===== config.mk =====
export PLATFORM = sky130hd
export DESIGN_NAME = pool_bus_arb
export DESIGN_NICKNAME = d
export VERILOG_FILES = /design/src/rtl/pool_pkg.sv /design/src/rtl/pool_arb_wdog.sv /design/src/rtl/pool_bus_arb.sv
export SDC_FILE = /design/constraint.sdc
export NUM_CORES = 1
export LEC_CHECK = 0
export CORE_MARGIN = 2
export CORE_UTILIZATION = 55
export CTS_CLUSTER_SIZE = 25
export DETAILED_ROUTE_END_ITERATION = 16
export DONT_BUFFER_PORTS = 1
export GPL_ROUTABILITY_DRIVEN = 0
export GPL_TIMING_DRIVEN = 1
export PLACE_DENSITY = 0.82
export SYNTH_ARGS = -nofsm -noshare
export SYNTH_HDL_FRONTEND = slang
export SYNTH_SLANG_ARGS = --single-unit

===== constraint.sdc =====
create_clock -name clk -period 2 [get_ports clk]
set_input_delay 0.2 -clock clk [delete_from_list [all_inputs] [get_ports clk]]
set_output_delay 0.2 -clock clk [all_outputs]
set_load 0.02 [all_outputs]

===== src/rtl/pool_pkg.sv =====
// Shared types and constants for the pool-unit bus arbiter.
package pool_pkg;

  localparam int unsigned DEF_ID_W  = 4;
  localparam int unsigned DEF_LEN_W = 4;

  // Round-robin flag encoding: which master was granted last.
  localparam logic RR_RD = 1'b0;
  localparam logic RR_WR = 1'b1;

  typedef enum logic [2:0] {
    IDLE,
    RD_ADDR,
    RD_DATA,
    WR_ADDR,
    WR_DATA
  } pool_arb_state_t;

endpackage


===== src/rtl/pool_arb_wdog.sv =====
// Grant watchdog: counts cycles in the current state and flags expiry at TIMEOUT-1.
module pool_arb_wdog #(
  parameter int unsigned TIMEOUT = 1024
) (
  input  logic clk,
  input  logic rst,
  input  logic clear,
  input  logic run,
  output logic expire
);

  localparam int unsigned CW = (TIMEOUT > 2) ? $clog2(TIMEOUT) : 1;
  localparam logic [CW-1:0] LIMIT = CW'(TIMEOUT - 1);

  logic [CW-1:0] cnt_q;

  always_ff @(posedge clk) begin
    if (rst || clear) begin
      cnt_q <= '0;
    end else if (run && !expire) begin
      cnt_q <= cnt_q + 1'b1;
    end
  end

  assign expire = (cnt_q == LIMIT);

endmodule


===== src/rtl/pool_bus_arb.sv =====
// Read/write channel arbiter for the pool-unit bus port with ID tracking,
// burst-length checking and a hung-slave watchdog.
module pool_bus_arb
  import pool_pkg::*;
#(
  parameter int unsigned ID_W    = DEF_ID_W,
  parameter int unsigned LEN_W   = DEF_LEN_W,
  parameter int unsigned TIMEOUT = 1024
) (
  input  logic             clk,
  input  logic             rst,
  input  logic             rd_req,
  input  logic [ID_W-1:0]  rd_id,
  input  logic [LEN_W-1:0] rd_len,
  input  logic             wr_req,
  input  logic [ID_W-1:0]  wr_id,
  input  logic [LEN_W-1:0] wr_len,
  input  logic             arready,
  input  logic             awready,
  input  logic             rvalid,
  input  logic             rlast,
  input  logic [ID_W-1:0]  rid,
  input  logic             wready,
  input  logic             wuser_last,
  input  logic [ID_W-1:0]  wuser_id,
  output logic             link_read,
  output logic             link_write,
  output logic             grant_wr,
  output logic             busy,
  output logic             err_len,
  output logic             err_timeout
);

  pool_arb_state_t  state_q, state_d;
  logic [ID_W-1:0]  id_q, id_d;
  logic [LEN_W-1:0] len_q, len_d;
  logic [LEN_W:0]   beats_q, beats_d, beats_inc, len_ext;
  logic             last_wr_q, last_wr_d;
  logic             err_len_d, err_to_d;
  logic             pick_wr, beat_hit, beat_last;
  logic             wdog_expire, expire;

  pool_arb_wdog #(.TIMEOUT(TIMEOUT)) u_wdog (
    .clk    (clk),
    .rst    (rst),
    .clear  (state_d != state_q),
    .run    (state_q != IDLE),
    .expire (wdog_expire)
  );

  assign expire    = wdog_expire && (state_q != IDLE);
  assign beats_inc = (beats_q == '1) ? beats_q : beats_q + 1'b1;
  assign len_ext   = {1'b0, len_q} + 1'b1;

  always_comb begin
    state_d   = state_q;
    id_d      = id_q;
    len_d     = len_q;
    beats_d   = beats_q;
    last_wr_d = last_wr_q;
    err_len_d = err_len;
    err_to_d  = err_timeout;
    pick_wr   = 1'b0;
    beat_hit  = 1'b0;
    beat_last = 1'b0;

    if (expire) begin
      state_d  = IDLE;
      err_to_d = 1'b1;
    end else begin
      unique case (state_q)
        IDLE: begin
          if (rd_req || wr_req) begin
            pick_wr   = wr_req && (!rd_req || (last_wr_q == RR_RD));
            state_d   = pick_wr ? WR_ADDR : RD_ADDR;
            id_d      = pick_wr ? wr_id : rd_id;
            len_d     = pick_wr ? wr_len : rd_len;
            beats_d   = '0;
            last_wr_d = pick_wr ? RR_WR : RR_RD;
          end
        end
        RD_ADDR: if (arready && rd_req) state_d = RD_DATA;
        WR_ADDR: if (awready && wr_req) state_d = WR_DATA;
        RD_DATA: begin
          beat_hit  = rvalid && (rid == id_q);
          beat_last = beat_hit && rlast;
        end
        WR_DATA: begin
          beat_hit  = wready && (wuser_id == id_q);
          beat_last = beat_hit && wuser_last;
        end
        default: state_d = IDLE;
      endcase

      if (beat_hit) beats_d = beats_inc;
      if (beat_last) begin
        state_d = IDLE;
        if (beats_inc != len_ext) err_len_d = 1'b1;
      end
    end
  end

  // Outputs are registered from the next state so they line up with state_q.
  always_ff @(posedge clk) begin
    if (rst) begin
      state_q     <= IDLE;
      id_q        <= '0;
      len_q       <= '0;
      beats_q     <= '0;
      last_wr_q   <= RR_RD;
      err_len     <= 1'b0;
      err_timeout <= 1'b0;
      busy        <= 1'b0;
      link_read   <= 1'b0;
      link_write  <= 1'b0;
      grant_wr    <= 1'b0;
    end else begin
      state_q     <= state_d;
      id_q        <= id_d;
      len_q       <= len_d;
      beats_q     <= beats_d;
      last_wr_q   <= last_wr_d;
      err_len     <= err_len_d;
      err_timeout <= err_to_d;
      busy        <= (state_d != IDLE);
      link_read   <= (state_d != IDLE);
      link_write  <= (state_d != IDLE) && (state_d != RD_DATA);
      grant_wr    <= (state_d == WR_ADDR) || (state_d == WR_DATA);
    end
  end

endmodule


==> impl_metrics.csv <==
group,metric,value,unit
sta,period_share,0.954,
routing,vias,1534,
synth,yosysSeqAreaShare,0.360,
sta,relSlewSlack,0.494,
final_layout,area_growth,10.8,%
routing,wl,3740,µm
clocking,clock_latency,0.34,ns
sta,hold-worst-slack,0.0509,ns
final_layout,diodes,0,
setup_path,worstRegToRegCells,6,
sta,fmax,524,MHz
floorplanning,die_h,60.9,µm
synth,netlist_top_cells_area,"dfxtp_1, xnor2_1, nor2_1",
floorplanning,coreArea,3080,µm²
global_routing,grt_pass1_vias,1360,
setup_path,required,2.28,ns
clocking,path_clk_slew,0.10,ns
setup_path,cp_max_fo,10,
final_layout,drive_above_1_share,0.124,
global_routing,grt_pass1_wl,6030,µm
global_routing,grt_start_max_net_pins,21,
synth,ys_warn_count,0,
worst_hold_path,hold_path.class,"in2reg",
final_layout,fin_util,0.641,
setup_path,reg2reg_from,"u_wdog.cnt_q[3]$_SDFFE_PP0P_",
place,buffer_ports.inserted,0,
sta,fin_setup_tns,0,ns
global_routing,grt_use_total,0.226,
floorplanning,io_pins,40,
sta,report.final.hold_viol_count,0,
worst_hold_path,holdPathStages,2,
synth,synth-async-reset-ratio,0,
setup_path,cpPeakStageDelay,0.37,ns
routing,drt-initial-drc-count,65,
routing,ant_nets,0,
floorplanning,die_x,60.9,µm
synth,synth_fp_nets,242,
clocking,cts_setup_buffers,0,
synth,syn_area_per_cell,8.69,µm²
clocking,root_buffer,"clkbuf_4",
global_routing,overflow,0,
synth,synthFlopType,"dfxtp_1",
clocking,clockBufferDepth,2,
sta,timing.final.crit_period,1.91,ns
synth,synth_top_area_frac,0.360,
setup_path,cp_cell_sequence,"and4_1 > and3_1 > o31a_1 > a211o_1 > a211o_2 > nor2_1",
routing,vias_per_cell,5.88,
synth,yosysTopAreaCell,"dfxtp_1",
floorplanning,row_count,20,
pwr,leakagePower,0.000755,µW
synth,synth-seq-cells,32,
routing,dr.pass1.iters,4,
place,place_hpwl,2770,µm
setup_path,path_buf_inv,0,
setup_path,setup.worst_path.class,"reg2reg",
setup_path,reg2reg_to,"u_wdog.cnt_q[2]$_SDFFE_PP0P_",
outcome,status,"complete, no violations",
clocking,cts_tree,"done",
synth,syn_area,1780,µm²
synth,synth_cells,205,
routing,drc,0,
setup_path,r2r_slack,0.09,ns
setup_path,cp.arrival,2.19,ns
pwr,power.total,1580,µW
setup_path,crit_slowest_cell,"a211o_2",
place,dpl_cell_area,1870,µm²
worst_hold_path,min_to,"err_len$_SDFFE_PP0P_",
global_routing,antenna_found_initial,0,
final_layout,nets,253,
sta,setup_viol,0,
routing,wire_per_inst,14.3,µm
setup_path,crit_family,"compound AO/OA/AOI/OAI gates",
setup_path,startpoint_type,"flip-flop",
clocking,cts.sinks,32,
sta,finalMaxSlewViolations,0,
floorplanning,die-area,3710,µm²
worst_hold_path,min-delay-start,"rst",
final_layout,design_area,1970,µm²
synth,synth_cell_type_count,46,
pwr,peakVddDrop,0.548,mV
sta,fin_worst_skew,0.0150,ns
floorplanning,start_util,0.579,
run,maxCapViolations,0,
synth,synth_edf_count,0,
setup_path,critPathCaptureType,"flip-flop",
clocking,cts_buffers,5,
sta,worstMarginPinSlew,0.757,ns
pwr,p_per_area,801,nW/µm²
final_layout,final_cell_mix,"nor2_1, dfxtp_1, xnor2_1",
clocking,cts_htree_levels,2,
## logic make-up after synthesis
| group | Yosys count | share of synthesized area |
|---|---|---|
| AND/OR/NAND/NOR | 78 | 0.220 |
| AO/OA/AOI/OAI | 44 | 0.183 |
| flip-flops | 32 | 0.360 |
| XOR/XNOR | 23 | 0.113 |
| buffers and inverters | 14 | 0.0414 |
| multiplexers | 10 | 0.0562 |
| adder cells (fa/ha/maj) | 4 | 0.0267 |
## Yosys cell counts (all sizes together) (2+ instances only)
cell type and count:
a311oi 3, nand2b 4, nor3 5, nor2 33, xor2 9, ha 3
clkbuf 2, a21oi 4, nand4 7, inv 4, and3 4, buf 8
and4 3, a211o 3, a22oi 5, nand2 7, xnor2 14, a31oi 4
a21boi 3, mux2i 10, a211oi 8, nand3 9, dfxtp 32, o21ai 4
## cell type report
class                   instances  area, µm²
fillers                       271       1100
multi-input cells             159       1070
flip-flops and latches         32        641
repair buffers                 14        110
well taps                      44       55.1
clock inverters                 3       42.5
clock buffers                   5       37.5
inverters                       4       15.0
## sequential cells by signal, indices dropped and copies added, names as in the netlist, 3 cells and up
signal,count
len_q,4
beats_q,5
state_q,3
u_wdog.cnt_q,10
id_q,4
## worst max-delay path by stage
stage,slack [ns],to,start,cells after the start
after floorplan,0.25,u_wdog.cnt_q[1]$_SDFFE_PP0P_,state_q[1]$_SDFF_PP0_,8
after global placement,0.14,u_wdog.cnt_q[9]$_SDFFE_PP0P_,u_wdog.cnt_q[3]$_SDFFE_PP0P_,6
after detailed placement,0.12,err_len$_SDFFE_PP0P_,beats_q[0]$_SDFFE_PP0P_,7
after CTS,0.08,err_len$_SDFFE_PP0P_,beats_q[0]$_SDFFE_PP0P_,7
after global routing,-0.000002,beats_q[1]$_SDFFE_PP0P_,state_q[2]$_SDFF_PP0_,7
final,0.09,u_wdog.cnt_q[2]$_SDFFE_PP0P_,u_wdog.cnt_q[3]$_SDFFE_PP0P_,6
## power breakdown
| part | leakage [µW] | switching [µW] | total [µW] | internal [µW] |
|---|---|---|---|---|
| clock network | 0.0000412 | 231 | 491 | 261 |
| registers | 0.000261 | 70.0 | 756 | 686 |
| logic | 0.000453 | 172 | 334 | 162 |
## per-layer routing
metal  part of all wire  track usage
met1               0.47        0.294
met2               0.44        0.338
met3              0.082       0.0746
met4              0.013        0.106
met5                  0            0
## timing repair
item / 4_1_cts / 5_1_grt
setup endpoints to repair: 0 / 8
resized for setup: 0 / 3
endpoints found under the hold margin: 20 / 0
hold buffers: 2 / 0
## per-stage QoR
step / cells / setup slack (ns)
after detailed placement: 251 / 0.117
after floorplan: 205 / 0.246
after global placement: 251 / 0.136
final: 261 / 0.0913
after CTS: 261 / 0.0783
after global routing: 261 / -0.00000222
(Power assumes the default switching activity.)
